`src/rtl/mem_store_unit.sv`:
```
// Store unit: turns a MEM-stage store into a single aligned 32-bit memory
// write with byte enables, waits for the memory to acknowledge it, and
// reports completion, a misaligned or reserved request, or a timeout.
module mem_store_unit #(
  parameter int WordSize      = 32,
  parameter int TimeoutCycles = 15
) (
  input  logic                clk,
  input  logic                rstn,
  input  logic                st_valid,
  input  logic [1:0]          st_size,
  input  logic [WordSize-1:0] st_addr,
  input  logic [WordSize-1:0] st_data,
  output logic                st_busy,
  output logic                st_done,
  output logic                st_err,
  output logic                mem_req,
  output logic [WordSize-1:0] mem_addr,
  output logic [WordSize-1:0] mem_wdata,
  output logic [3:0]          mem_be,
  input  logic                mem_ack
);

  typedef enum logic {S_IDLE, S_WAIT} state_t;

  // Last WAIT count value before the memory is considered unresponsive.
  localparam logic [7:0] TO_LAST = 8'(TimeoutCycles - 1);

  state_t                state_q, state_d;
  logic [7:0]            cnt_q, cnt_d;
  logic                  req_q, req_d;
  logic [WordSize-1:0]   addr_q, addr_d;
  logic [WordSize-1:0]   wdata_q, wdata_d;
  logic [3:0]            be_q, be_d;
  logic                  done_q, done_d;
  logic                  err_q, err_d;

  logic                  legal;
  logic [WordSize-1:0]   lane_wdata;
  logic [3:0]            lane_be;

  // Lane placement and legality check of the incoming store.
  always_comb begin
    legal      = 1'b0;
    lane_wdata = st_data;
    lane_be    = 4'b0000;
    case (st_size)
      2'd0: begin
        legal      = 1'b1;
        lane_wdata = {4{st_data[7:0]}};
        lane_be    = 4'b0001 << st_addr[1:0];
      end
      2'd1: begin
        legal      = ~st_addr[0];
        lane_wdata = {2{st_data[15:0]}};
        lane_be    = st_addr[1] ? 4'b1100 : 4'b0011;
      end
      2'd2: begin
        legal      = (st_addr[1:0] == 2'b00);
        lane_wdata = st_data;
        lane_be    = 4'b1111;
      end
      default: begin
        legal      = 1'b0;
        lane_wdata = st_data;
        lane_be    = 4'b0000;
      end
    endcase
  end

  // Next-state and registered-output logic; request fields hold during WAIT.
  always_comb begin
    state_d = state_q;
    cnt_d   = cnt_q;
    req_d   = req_q;
    addr_d  = addr_q;
    wdata_d = wdata_q;
    be_d    = be_q;
    done_d  = 1'b0;
    err_d   = 1'b0;
    case (state_q)
      S_IDLE: begin
        if (st_valid) begin
          if (legal) begin
            addr_d  = {st_addr[WordSize-1:2], 2'b00};
            wdata_d = lane_wdata;
            be_d    = lane_be;
            req_d   = 1'b1;
            cnt_d   = 8'd0;
            state_d = S_WAIT;
          end else begin
            err_d = 1'b1;
          end
        end
      end
      S_WAIT: begin
        // An acknowledge on the expiry edge still counts as success.
        if (mem_ack) begin
          req_d   = 1'b0;
          done_d  = 1'b1;
          state_d = S_IDLE;
        end else if (cnt_q == TO_LAST) begin
          req_d   = 1'b0;
          err_d   = 1'b1;
          state_d = S_IDLE;
        end else begin
          cnt_d = cnt_q + 8'd1;
        end
      end
      default: state_d = S_IDLE;
    endcase
  end

  // State and output registers; reset discards any store in flight.
  always_ff @(posedge clk or negedge rstn) begin
    if (!rstn) begin
      state_q <= S_IDLE;
      cnt_q   <= 8'd0;
      req_q   <= 1'b0;
      addr_q  <= '0;
      wdata_q <= '0;
      be_q    <= 4'b0000;
      done_q  <= 1'b0;
      err_q   <= 1'b0;
    end else begin
      state_q <= state_d;
      cnt_q   <= cnt_d;
      req_q   <= req_d;
      addr_q  <= addr_d;
      wdata_q <= wdata_d;
      be_q    <= be_d;
      done_q  <= done_d;
      err_q   <= err_d;
    end
  end

  assign st_busy   = (state_q == S_WAIT);
  assign st_done   = done_q;
  assign st_err    = err_q;
  assign mem_req   = req_q;
  assign mem_addr  = addr_q;
  assign mem_wdata = wdata_q;
  assign mem_be    = be_q;

endmodule

```
`config.mk`:
```
export PLATFORM = sky130hd
export DESIGN_NAME = mem_store_unit
export DESIGN_NICKNAME = d
export VERILOG_FILES = /design/src/rtl/mem_store_unit.sv
export SDC_FILE = /design/constraint.sdc
export NUM_CORES = 1
export LEC_CHECK = 0
export CAP_MARGIN = 20
export CORE_MARGIN = 4
export CORE_UTILIZATION = 43
export DETAILED_ROUTE_END_ITERATION = 8
export PLACE_DENSITY = 0.91
export SYNTH_ARGS = -nofsm -noshare
export SYNTH_HDL_FRONTEND = slang
export SYNTH_SLANG_ARGS = --single-unit
```
`constraint.sdc`:
```
create_clock -name clk -period 2.5 [get_ports clk]
set_input_delay 0.25 -clock clk [delete_from_list [all_inputs] [get_ports clk]]
set_output_delay 0.25 -clock clk [all_outputs]
set_load 0.01 [all_outputs]
```
==> reports/summary.md, run 1 <==
Number of cells upsized or downsized after cts: 0. The logs give 1430 um^2 for the total area of multi-input combinational cells and 0 for the initial antenna violation count. The per-cell via count in the routed design is 5.05, and the count of boundary I/O pins is 142. The later-pin clock latency in the skew report is 340 ps. Fill cells in the final layout number 609. TritonCTS built the clock tree. Sorting the synthesized cells by how often they occur yields 78 x sky130_fd_sc_hd__dfrtp_1, 30 x sky130_fd_sc_hd__o21ai_0, 29 x sky130_fd_sc_hd__nand2_1. The number of global-route vias before repair is 2926, and the hold buffer count at CTS is 0. Setup repair after global routing left no endpoint under its margin. The count of nets after finishing was 493; the floorplan die area was 9620 um^2. Summed over all cells, the static leakage comes to 2.32 nW. The worst register-to-register path has a setup slack of 500 ps. For the post-CTS setup buffer count, the log shows 0.

The capturing point of the worst reg2reg path was cnt_q[3]$_DFFE_PN0P_. On the final layout, the worst clock skew is 8.00 ps. The tightest min-delay check is of the in -> async type.

The top cell type's share of synthesized area works out to 55.9%. Synthesis handed over a netlist of 283 instances. The power consumption is 4.01 mW, and the setup TNS after final layout is 0 ps. The fraction of layout cells with a size suffix above 1 was 14.6%. The tools report the number of placement rows as 32. The congestion estimate from routability-driven global placement came to 0.775. Shortest period the worst path allows: 2000 ps. The post-placement cell area was 4970 um^2. The final route contains 2664 vias. The first routing iteration left 87 violations.

For this design the total switching power over the nets is 1.15 mW. Measured along the x axis, the die boundary spans 98.1 um. In this run, the clock network consumes 22.6% of the power. The cell taking the most area after synthesis is sky130_fd_sc_hd__dfrtp_1. The total half-perimeter wirelength after legalization and detailed placement came out at 6.56 mm. The antenna cell count is 0. The initial core utilization is 44.7%, and the share of flip-flops with an asynchronous set or reset after synthesis is 100%.

Dividing total power by cell area gives a power density of 776 nW/um^2. Number of buffers on the longest clock path: 2. Summing the sequential cell areas from Yosys gives 55.9% of the chip area.

The total count of max-transition violations in the final report was 0; the peak supply drop was 389 uV. The final worst-path cycle share is 79.9%, and the average wire length per cell after detail routing is 16.9 um. The synthesized netlist occupies a cell area of 3490 um^2. The number of nets with antenna violations after routing was 0; the height of the die was 98.1 um. The worst pin sits at a relative slew slack of 35.7%. Global routing finished with a remaining overflow of 0.

Among all flip-flop cells after synthesis, the most frequent one is sky130_fd_sc_hd__dfrtp_1. Data on the critical path is required at its endpoint by 2750 ps. The synthesized design contains 0 enable-type register cells. Yosys instantiated no cell more often than sky130_fd_sc_hd__dfrtp_1. The endpoint type of the worst setup path is a flop.

The tools report the area taken by flip-flops and latches as 1950 um^2. The count of unique library cells instantiated by Yosys was 35; the depth of the worst register-to-register path was 6. Wire length of the first global-routing pass: 14.6 mm.

The share of total power in sequential cells came out at 43.4%. Setup violations remaining at the end of the flow were counted as 0. The H-tree generated during clock tree synthesis spans 3 levels. The number of hold-slack violations in the final timing report came out at 0. The run finished with clean final reports.

The number of buffer cells added on primary ports was 139; the synthesized area per cell was 12.3 um^2. The finished layout cell area is 5160 um^2. The logs give 18.8% for the total global-route track usage and 2.86 mW for the internal cell power. The run gives 0 as the Yosys warning count. The tool flagged a number of max-cap violations equal to 0. The count of state elements after synthesis came out at 78. From synthesis to final layout, the design area changed by 47.9%.

The data arrival time of the critical path is 2250 ps. After floorplanning, the core was sized to cover 7810 um^2. Summed over all layers, the routed wires come to 8.91 mm. The clock-pin slew reported for the worst setup and hold paths after clock tree synthesis works out to 80 ps. The worst setup path is launched from a flop.

The run gives 4 as the first-pass iteration count of the detailed router. The tools report the startpoint of the lowest-slack register-to-register path as cnt_q[0]$_DFFE_PN0P_. CTS placed an instance of sky130_fd_sc_hd__clkbuf_8 at the clock tree root.

The number of clock buffers added by TritonCTS is 9. The tools report the CTS sink count as 78. Entering global routing, the biggest net connects 79 pins.

Static timing analysis puts the maximum clock frequency at 501 MHz. At the pin with the least slew margin, the transition time is 965 ps. Ranked by total cell area, the synthesized netlist is headed by sky130_fd_sc_hd__dfrtp_1 56%, sky130_fd_sc_hd__mux2_4 11%, sky130_fd_sc_hd__mux2i_1 6.9%. The switching part of the total is 28.6%.

Along the worst path, the maximum fanout reaches 9. Of the total power, combinational logic draws 33.9%. In the routed design, unresolved DRC markers number 0. The critical setup path kind is reg -> reg.
==> critical path: stages, from the launching register on <==
cell	delay (ps)
sky130_fd_sc_hd__dfrtp_1	460
sky130_fd_sc_hd__inv_1	90
sky130_fd_sc_hd__ha_1	140
sky130_fd_sc_hd__or3b_2	470
sky130_fd_sc_hd__o21ai_1	490
sky130_fd_sc_hd__o211ai_1	170
sky130_fd_sc_hd__o31ai_1	90
==> sequential cells by signal, indices dropped and copies added, names as in the netlist <==
signal     flops
mem_wdata     32
cnt_q          8
mem_addr      30
st_busy        1
st_done        1
st_err         1
mem_req        1
mem_be         4
==> kinds of logic after synthesis <==
group | Yosys count | share of synthesized area (%)
flip-flops | 78 | 55.9
multiplexers | 62 | 21.8
AND/OR/NAND/NOR | 62 | 8.43
AO/OA/AOI/OAI | 53 | 8.57
buffers and inverters | 21 | 3.41
XOR/XNOR | 4 | 1.00
adder cells (fa/ha/maj) | 2 | 0.717
other | 1 | 0.107
==> worst max-delay path by stage <==
stage | from | endpoint | slack (ps)
6_report | cnt_q[0]$_DFFE_PN0P_ | cnt_q[3]$_DFFE_PN0P_ | 500
5_1_grt | cnt_q[0]$_DFFE_PN0P_ | cnt_q[2]$_DFFE_PN0P_ | 330
4_1_cts | cnt_q[0]$_DFFE_PN0P_ | cnt_q[3]$_DFFE_PN0P_ | 470
3_5_place_dp | st_addr[1] | mem_wdata[5]$_DFFE_PN0P_ | 310
3_3_place_gp | st_size[0] | mem_wdata[5]$_DFFE_PN0P_ | 350
2_1_floorplan | cnt_q[0]$_DFFE_PN0P_ | cnt_q[3]$_DFFE_PN0P_ | 750
==> cells in the final DEF, fill, tap and decap left out, types with 3 or more instances in the layout <==
master,n
sky130_fd_sc_hd__a21o_1,3
sky130_fd_sc_hd__a21oi_1,10
sky130_fd_sc_hd__and2_1,5
sky130_fd_sc_hd__buf_4,4
sky130_fd_sc_hd__clkbuf_8,9
sky130_fd_sc_hd__clkdlybuf4s50_1,138
sky130_fd_sc_hd__clkinv_2,4
sky130_fd_sc_hd__dfrtp_1,78
sky130_fd_sc_hd__inv_1,3
sky130_fd_sc_hd__mux2_2,13
sky130_fd_sc_hd__mux2_4,25
sky130_fd_sc_hd__mux2i_1,24
sky130_fd_sc_hd__nand2_1,29
sky130_fd_sc_hd__nand3_1,3
sky130_fd_sc_hd__nand4_1,3
sky130_fd_sc_hd__nor2_1,12
sky130_fd_sc_hd__o211ai_1,3
sky130_fd_sc_hd__o21ai_0,30
sky130_fd_sc_hd__xnor2_1,4
==> cell type report <==
| cell class | instances | area share, % |
|---|---|---|
| Inverter | 3 | 0.218 |
| Sequential cell | 78 | 37.8 |
| Tap cell | 102 | 2.47 |
| Clock buffer | 9 | 2.40 |
| Timing Repair Buffer | 144 | 28.1 |
| Clock inverter | 7 | 1.26 |
| Multi-Input combinational cell | 185 | 27.7 |
==> metrics by stage <==
stage	utilization [%]	instances	worst slack (ps)	hold slack, ps
6_report	66.1	528	504	65.8
5_1_grt	66.1	528	333	141
4_1_cts	66.1	528	473	92.3
2_1_floorplan	-	284	751	-45.6
3_5_place_dp	63.7	512	311	467
3_3_place_gp	63.7	512	355	453
==> power by group through the flow <==
stage | Combinational, mW | Sequential, mW | Clock [mW]
finish | 1.36 | 1.74 | 0.906
global route | 1.46 | 1.78 | 0.979
CTS | 1.38 | 1.74 | 0.929
detailed placement | 1.38 | 1.76 | 0
global placement | 1.34 | 1.75 | 0
floorplan | 0.427 | 1.87 | 0
==> per-layer routing <==
layer	vias to the layer above	global-route usage (%)	wire, um
met5	-	0	0
met4	0	6.07	174
met3	15	5.36	616
met2	103	32.9	4530
met1	1287	22.3	3590
li1	1259	-	-
Power figures use the tool's default switching activity.
==> inputs of run 2 (changes only) <==
Settings changed: CORE_UTILIZATION 43 to 39, PLACE_DENSITY 0.91 to 0.88.
Clock period 2.5 ns to 1.8 ns, I/O delays scaled along.
==> reports/summary.md, run 2 (synthesized netlist as in run 1, its figures left out) <==
The run gives 1890 ps (-360 ps) as the data arrival time of the critical path. TritonCTS built the clock tree. For the total DRC errors in the routed layout, the log shows 0 (unchanged). The total half-perimeter wirelength after legalization and detailed placement is 6.77 mm (+3.2%).

Per-cell via count in the routed design: 4.93 (-2.3%). The number of buffers on the longest clock path was 2 (unchanged). The count of boundary I/O pins was 142 (unchanged); the remaining global-route overflow was 0 (unchanged). The CTS sink count is 78 (unchanged). The endpoint type of the worst setup path is a flop.

The post-placement cell area is 5080 um^2 (+2.2%). The final worst slack is 161 ps (-343 ps). The tools report the peak supply drop as 589 uV (+52%). The initial antenna violation count was 0 (unchanged).

The required time of the worst setup path was 2050 ps (-700 ps). Leaving out fill and tap cells, the most frequent cell in the layout is sky130_fd_sc_hd__clkdlybuf4s50_1. Total global-route track usage: 17.2% (-1.7 points). Total of max-cap violations: 0 (unchanged).

The tightest slew margin relative to the limit is 65.9% (+30 points), and the area inside the core boundary is 8720 um^2 (+12%). The number of fill cells was 688 (+13%). For the final clock skew, the log shows 5.92 ps (-2.08 ps). The logs give 0 (unchanged) for the number of hold-slack violations in the final timing report and 528 (+3.1%) for the cell count after placement. The height of the die came out at 103 um (+4.6%). The tightest min-delay check is of the in -> async type.

The logs give 60.8% (-5.3 points) for the final design utilization and 544 (+3.0%) for the non-filler instance count after layout. The run gives 40.0% (-4.7 points) as the initial core utilization. The startpoint identified for the worst register-to-register timing path is cnt_q[0]$_DFFE_PN0P_. The transition at the pin with the smallest max-transition slack is 498 ps (-467 ps), and the cell area power density is 1090 nW/um^2 (+40%). The tools report the root cell of the clock tree as sky130_fd_sc_hd__clkbuf_8.

The flip-flop count of the largest register after layout was 32 (unchanged); the final worst-path cycle share was 91.1% (+11 points). The total area of multi-input combinational cells is 1430 um^2 (unchanged). The tools report the finished layout cell area as 5300 um^2 (+2.7%). The top cell types in the final layout, fill and taps aside, are 138 x sky130_fd_sc_hd__clkdlybuf4s50_1, 77 x sky130_fd_sc_hd__dfrtp_1, 30 x sky130_fd_sc_hd__o21ai_0. The fraction of layout cells with a size suffix above 1 works out to 16.5% (+2.0 points).

The delay of the slowest critical-path stage is 480 ps (about the same), and the average wire length per cell after detail routing is 16.6 um (-1.8%). The tools report the routability congestion estimate as 0.847 (+9.3%). The worst hold slack is 352 ps (+286 ps), and the static leakage power is 2.39 nW (+3.0%). The flow ran to the end, and the final reports show no timing, DRC or antenna violations. For the number of global-route vias before repair, the log shows 2843 (-2.8%). The CTS H-tree depth is 3 (unchanged). The number of placement rows is 34 (+6.3%). The logs give 9.02 mm (+1.2%) for the final wirelength and 0 (unchanged) for the total count of max-transition violations in the final report. Standard cell with the maximum stage delay on the critical path: sky130_fd_sc_hd__or3b_2. The run gives 160 ps (-340 ps) as the worst-case register-to-register setup slack.

STA classifies the critical path startpoint as a flop. The setup TNS after final layout was 0 ps (unchanged); the area taken by flip-flops and latches was 1950 um^2 (about the same). The later-pin clock latency in the skew report is 340 ps (about the same), and the shortest period the worst path allows is 1640 ps (-357 ps). The worst slack at placement is -132 ps (-444 ps). The tools report the worst setup path startpoint as cnt_q[0]$_DFFE_PN0P_. The tools report the antenna cell count as 0 (unchanged).

The power consumption was 5.78 mW (+44%). The critical path goes through inv_1, ha_1, or3b_2, o21ai_1, buf_4, o211ai_1, o31ai_1. Number of DRC markers in iteration 0: 114 (+31%). The floorplan die area was 10500 um^2 (+9.4%); the maximum number of pins on one net before global-route repair was 49 (-38%).

For the maximum clock frequency, the log shows 610 MHz (+22%). The clock-pin slew reported for the worst setup and hold paths after clock tree synthesis works out to 80 ps (about the same). The width of the chip was 103 um (+4.6%). The number of endpoints failing setup at the final stage is 0 (unchanged).

The count of nets after finishing was 504 (+2.2%). Setup repair after global routing left no endpoint under its margin. The logs give 9 (unchanged) for the total clock buffers created by CTS and 14.1 mm (-3.4%) for the wire length of the first global-routing pass. The tools report the via count of the routed design as 2681 (+0.64%). The first-pass iteration count of the detailed router was 4 (unchanged); the synthesis-to-layout area growth was 51.9%.

The largest fanout on the critical path is 9 (unchanged). The run gives 0 (unchanged) as the number of nets with antenna violations after routing. Number of buffer cells added on primary ports: 139 (unchanged). The worst setup path is of the reg -> reg kind.
-- run 2: power breakdown --
group          switching [mW]  internal (mW)  leakage [nW]
clock network           0.653          0.774         0.105
registers               0.247           2.16         0.956
logic                   0.729           1.21          1.33
total                    1.63           4.15          2.39
-- run 2: final timing paths --
kind                                                   to  cells past startpoint
worst min-delay path                     st_err$_DFF_PN0_                      2
worst max register to register       cnt_q[3]$_DFFE_PN0P_                      7
worst min register to register  mem_wdata[18]$_DFFE_PN0P_                      2
min in group clk                 mem_addr[24]$_DFFE_PN0P_                      2
worst max-delay path                 cnt_q[3]$_DFFE_PN0P_                      7
max in group asynchronous           mem_be[1]$_DFFE_PN0P_                      3
-- run 2: area by class of cell --
class | instances | area share [%]
sequential | 78 | 36.8
clock inverter | 6 | 1.63
tap | 108 | 2.55
clock buffer | 9 | 2.34
inverter | 3 | 0.212
multi-input combinational | 185 | 27.0
timing repair buffer | 155 | 29.5
-- run 2: what timing repair did --
| action | 4_1_cts | 5_1_grt |
|---|---|---|
| setup endpoints to repair | 0 | 2 |
| hold endpoints to repair | 37 | 0 |
| buffers inserted | 0 | 0 |
| resized for setup | 0 | 1 |
| hold buffers | 1 | 0 |
-- run 2: layer usage --
layer / GRT usage [%] / wire, um / share of wire (%) / up-vias
li1: - / - / - / 1280
met1: 20.7 / 3730 / 41 / 1294
met2: 29.0 / 4400 / 49 / 97
met3: 6.70 / 794 / 8.8 / 10
met4: 4.04 / 99 / 1.1 / 0
met5: 0 / 0 / 0 / -
-- run 2: critical path: cells and delay by family (launching register included) --
family / cells / cell delay (ps)
flip-flops: 1 / 380
AND/OR/NAND/NOR: 1 / 480
AO/OA/AOI/OAI: 3 / 330
buffers and inverters: 2 / 240
adder cells (fa/ha/maj): 1 / 130
==> inputs of run 3 (changes only) <==
Settings changed: SKIP_LAST_GASP from default to 1.
==> results of run 3 <==
Final layout, timing and power as in run 2 (identical DEF).
==> RTL change 1 (flow settings as in run 2) <==
Remove the register `err_q`: a continuous assignment takes its place, so the output `st_err` follows one clock earlier.
--- a/src/rtl/mem_store_unit.sv
+++ b/src/rtl/mem_store_unit.sv
@@ -121,7 +121,6 @@
       wdata_q <= '0;
       be_q    <= 4'b0000;
       done_q  <= 1'b0;
-      err_q   <= 1'b0;
     end else begin
       state_q <= state_d;
       cnt_q   <= cnt_d;
@@ -130,9 +129,10 @@
       wdata_q <= wdata_d;
       be_q    <= be_d;
       done_q  <= done_d;
-      err_q   <= err_d;
     end
   end
+
+  assign err_q = err_d;
 
   assign st_busy   = (state_q == S_WAIT);
   assign st_done   = done_q;
Function: changed (a bounded check fails within 4 cycles, from zero or initial values and one cycle with rstn low).
==> RTL change 1 against run 2 <==
  * The flow now finishes with violations (negative setup slack)
  * Worst setup slack got worse by 0.19 ns
  * Non-clock buffer count rose by 4
  * Die area fell by 0.66%
  * Count of clock-buffer cells in the layout did not move
  * Wire length rose by 1.4%
  * Critical path depth fell by 1
  * Cell area rose by 1.5%
  * Sequential cell count fell by 1
  * Power rose by 4.9%
  * Synthesized area fell by 0.72%
  * Critical endpoint is now st_err
==> RTL change 1: results (changes against run 2) <==
| Metric | Value |
|---|---|
| Final setup TNS | `-0.0317 ns (-0.0317 ns)` |
| Clk tree area frac | `4.86% (+0.90 points)` |
| Post-CTS Resized | `11 (+11)` |
| Placer Congestion | `0.786 (-7.2%)` |
| Leading cell types by count after synthesis | `sky130_fd_sc_hd__dfrtp_1, sky130_fd_sc_hd__o21ai_0, sky130_fd_sc_hd__nand2_1` |
| Result of the run | `finished, violations left` |
| Layout filler cell count | `710 (+3.2%)` |
| Critical-path top delay cell | `sky130_fd_sc_hd__or3b_4` |
| LEAKAGE | `2.43 nW (+1.5%)` |
| Failing checks | `negative setup slack` |
| Global-route met2 utilization | `30.8% (+1.8 points)` |
| Final setup fails | `1 (+1)` |
| Met3 Usage GRT | `5.32% (-1.4 points)` |
| Largest cells by area after synthesis | `sky130_fd_sc_hd__dfrtp_1, sky130_fd_sc_hd__mux2_4, sky130_fd_sc_hd__mux2i_1` |
| Nets@finish | `507 (+0.60%)` |
| Wire length of the first global-routing pass | `14500 µm (+3.4%)` |
| Largest fanout of any net on the critical path | `2 (-7)` |
| Adder-cell area share of the yosys netlist | `0.722% (+0.0052 points)` |
| Synthesized-area fraction occupied by ao, oa, aoi and oai cells | `8.63% (+0.062 points)` |
| Worst-margin pin slew | `0.571 ns (+0.0727 ns)` |
| Met1 track utilization from global routing | `20.6% (-0.16 points)` |
| Final setup margin | `-0.0317 ns (-0.193 ns)` |
| Gr usage total | `17.8% (+0.64 points)` |
| Proportion of cell area occupied by multi-input gates | `27.0% (about the same)` |
| Maximum number of pins on one net before global-route repair | `50 (+2.0%)` |
| Routed metal-1 wire length | `3570 µm (-4.3%)` |
| Sequential cell area | `1930 µm² (-1.3%)` |
| Sequential cell area share | `35.8% (-1.0 points)` |
| Area post-placement | `5080 µm² (about the same)` |
| Wire length on met2 | `4710 µm (+7.2%)` |
| Layout Skew | `0.00661 ns (+0.000695 ns)` |
| Slowest Stage Delay on Critical Path | `0.39 ns (-0.09 ns)` |
| Fraction of layout cells with a size suffix above 1 | `18.2% (+1.7 points)` |
| Routed met3 length | `664 µm (-16%)` |
| Worst ir drop on vdd | `584 µV (-0.89%)` |
| Vias in the first global route | `2957 (+4.0%)` |
| Clock sink total | `77 (-1.3%)` |
| Post-DP HPWL | `6860 µm (+1.4%)` |
| Layout buffer count excluding clock buffers | `159 (+2.6%)` |
[RTL change 1: final timing paths]
kind | cells after the start | slack, ns | to
setup / recovery | 6 | -0.03 | st_err
hold / removal | 2 | 0.37 | cnt_q[4]
setup reg to reg | 8 | 0.10 | cnt_q[3]
hold reg to reg | 2 | 0.48 | mem_wdata[9]
max in group asynchronous | 3 | 0.84 | mem_wdata[15]
min in group clk | 2 | 0.44 | mem_addr[9]
[RTL change 1: per-stage QoR]
stage          utilization, %  setup slack (ns)  cells
3_5_place_dp             58.6            -0.267    531
4_1_cts                  62.0           -0.0647    548
3_3_place_gp             58.6            -0.196    531
6_report                 62.0           -0.0317    548
2_1_floorplan               -            0.0513    283
5_1_grt                  62.0            -0.114    548
[RTL change 1: power breakdown]
group	leakage (nW)	internal, W	switching, W
clock network	0.129	0.00106	0.000638
registers	0.944	0.00214	0.000233
logic	1.36	0.00125	0.000754
total	2.43	0.00444	0.00162
==> RTL change 2 (config.mk and constraints of run 2) <==
Made on the original files. The parameter `TimeoutCycles` goes from 15 to 7.
--- a/src/rtl/mem_store_unit.sv
+++ b/src/rtl/mem_store_unit.sv
@@ -3,7 +3,7 @@
 // reports completion, a misaligned or reserved request, or a timeout.
 module mem_store_unit #(
   parameter int WordSize      = 32,
-  parameter int TimeoutCycles = 15
+  parameter int TimeoutCycles = 7
 ) (
   input  logic                clk,
   input  logic                rstn,
Behaviour: not the same (Yosys sat finds a counterexample within 10 cycles, from zero or initial values and one cycle with rstn low).
==> RTL change 2 against run 2 <==
  * Die area down 1.3%
  * Non-clock buffer count did not move
  * Sequential cell count unchanged
  * Via count down 0.71%
  * Wire length shrank 4.5%
  * Worst setup slack improved by 0.021 ns
  * Critical path depth decreased by 1
  * Synthesized area decreased by 1.4%
  * Power fell by 5.0%
  * Cell area shrank 1.7%
  * Critical path type unchanged
  * Highest routed layer unchanged
==> RTL change 2: results (changes against run 2) <==
| Metric | Value |
|---|---|
| Result of the run | `complete, no violations` |
| Placer Congestion | `0.748 (-12%)` |
| Wire length reported by the detailed router | `8610 µm (-4.5%)` |
| Via/cell ratio | `4.90 (-0.53%)` |
| Area post-placement | `5020 µm² (-1.1%)` |
| Critical-path top delay cell | `sky130_fd_sc_hd__dfrtp_1` |
| RR Endpoint | `cnt_q[3]` |
| Post-DP HPWL | `6420 µm (-5.2%)` |
| Clock Pin Slew Worst Setup and Hold Paths | `0.08 ns (about the same)` |
| Number of distinct library cells after synthesis | `34 (-2.9%)` |
| Insertion delay of the later-clocked pin in the worst-skew pair | `0.34 ns (about the same)` |
| Antenna violations before repair | `0 (unchanged)` |
| Largest cells by area after synthesis | `sky130_fd_sc_hd__dfrtp_1, sky130_fd_sc_hd__mux2_2, sky130_fd_sc_hd__mux2i_1` |
| WP data arrival | `1.84 ns (-0.05 ns)` |
| Share of synthesized area occupied by flip-flops and latches | `56.7% (+0.79 points)` |
| Count of input and output buffers | `139 (unchanged)` |
| Vias in the first global route | `2815 (-0.98%)` |
| Largest delay share family, worst path | `simple AND/OR/NAND/NOR gates` |
| Gr usage total | `17.1% (-0.087 points)` |
| Layout Skew | `0.00900 ns (+0.00308 ns)` |
| Largest fanout of any net on the critical path | `8 (-1)` |
| Flip-flop count of the largest register after layout | `32 (unchanged)` |
| First-pass detailed-route iteration total | `4 (unchanged)` |
| Nets@finish | `504 (unchanged)` |
| Count of antenna diodes in the layout | `0 (unchanged)` |
| LEAKAGE | `2.33 nW (-2.6%)` |
| Root Buffer | `sky130_fd_sc_hd__clkbuf_8` |
| Worst rel slew slack | `64.7% (-1.2 points)` |
| H-Tree Depth | `3 (unchanged)` |
| Setup Buffers After CTS | `0 (unchanged)` |
| Yosys warning count | `0 (unchanged)` |
| Maximum number of buffers from clock root to sink | `2 (unchanged)` |
| Crit. Startpoint | `cnt_q[0]` |
| Reg2reg setup slack | `0.18 ns (+0.02 ns)` |
| Layout filler cell count | `694 (+0.87%)` |
| Wire length of the first global-routing pass | `13900 µm (-1.1%)` |
| Top flip-flop cell by instance count after synthesis | `sky130_fd_sc_hd__dfrtp_1` |
| Maximum number of pins on one net before global-route repair | `44 (-10%)` |
| Setup slack after placement | `-0.116 ns (+0.0163 ns)` |
| DR iter-0 viols | `62 (-46%)` |
| Slowest Stage Delay on Critical Path | `0.42 ns (-0.06 ns)` |
| Leading cell types by count after synthesis | `sky130_fd_sc_hd__dfrtp_1, sky130_fd_sc_hd__nand2_1, sky130_fd_sc_hd__o21ai_0` |
| Fraction of registers with async set/reset | `100% (unchanged)` |
| Clock buffers created by TritonCTS | `9 (unchanged)` |
| Worst min-delay path class | `in2async` |
| Reg2reg path depth | `6 (-1)` |
| Fraction of layout cells with a size suffix above 1 | `16.1% (-0.42 points)` |
| Worst ir drop on vdd | `493 µV (-16%)` |
| Class of the most critical setup path | `reg2reg` |
==> RTL change 2: through the flow <==
stage / instances / hold slack, ns / total power [W]
after floorplan: 284 / -0.116 / 0.00314
after global placement: 528 / 0.184 / 0.00425
after detailed placement: 528 / 0.204 / 0.00432
after CTS: 543 / 0.379 / 0.00558
after global routing: 543 / 0.411 / 0.00582
final: 543 / 0.373 / 0.00549
==> RTL change 2: layer usage <==
metal | GRT usage [%] | part of all wire [%]
met4 | 5.55 | 1.4
met1 | 22.0 | 43
met3 | 4.85 | 7.5
met5 | 0 | 0
met2 | 27.9 | 49
==> RTL change 2: cells by family after synthesis <==
group / count (synthesis) / synth area share, %
AOI/OAI and AO/OA: 50 / 8.11
xor gates and xnor gates: 4 / 1.02
adders and majority gates: 2 / 0.727
buffers and inverters: 21 / 3.27
DFF: 78 / 56.7
muxes: 63 / 21.3
other: 1 / 0.109
and+or+nand+nor: 64 / 8.69
==> RTL change 2: worst register-to-register path, cell delays in order, from the launching register on <==
cell	delay [ns]
sky130_fd_sc_hd__dfrtp_1	0.42
sky130_fd_sc_hd__inv_1	0.07
sky130_fd_sc_hd__ha_1	0.12
sky130_fd_sc_hd__nor4bb_1	0.41
sky130_fd_sc_hd__a21bo_2	0.28
sky130_fd_sc_hd__nor2b_1	0.08
sky130_fd_sc_hd__mux2i_1	0.11
==> RTL change 2: layout make-up <==
class	instances	area, µm²	share of cell area (%)
multi-input combinational	185	1390	26.6
tap	108	135	2.59
sequential	78	1950	37.5
inverter	3	11.3	0.216
clock inverter	5	52.6	1.01
clock buffer	9	124	2.38
timing repair buffer	155	1550	29.7
==> RTL change 2: what timing repair did <==
item                                   in CTS  in global routing
resized for setup                           0                  0
setup endpoints to repair                   0                  0
hold buffers                                1                  0
endpoints found under the hold margin      39                  0
==> RTL change 2: worst min-delay path by stage <==
stage                          endpoint  from  slack (ns)
after floorplan                cnt_q[0]  rstn       -0.12
after global placement    mem_wdata[28]  rstn        0.18
after detailed placement  mem_wdata[28]  rstn        0.20
after CTS                 mem_wdata[25]  rstn        0.38
after global routing      mem_wdata[25]  rstn        0.41
final                     mem_wdata[25]  rstn        0.37
==> RTL change 2: report_power, final <==
part	total [W]	internal, W	switching (W)
Combinational	0.00186	0.00116	0.000691
Clock	0.00123	0.000618	0.000611
Sequential	0.00240	0.00216	0.000242
Total	0.00549	0.00394	0.00154
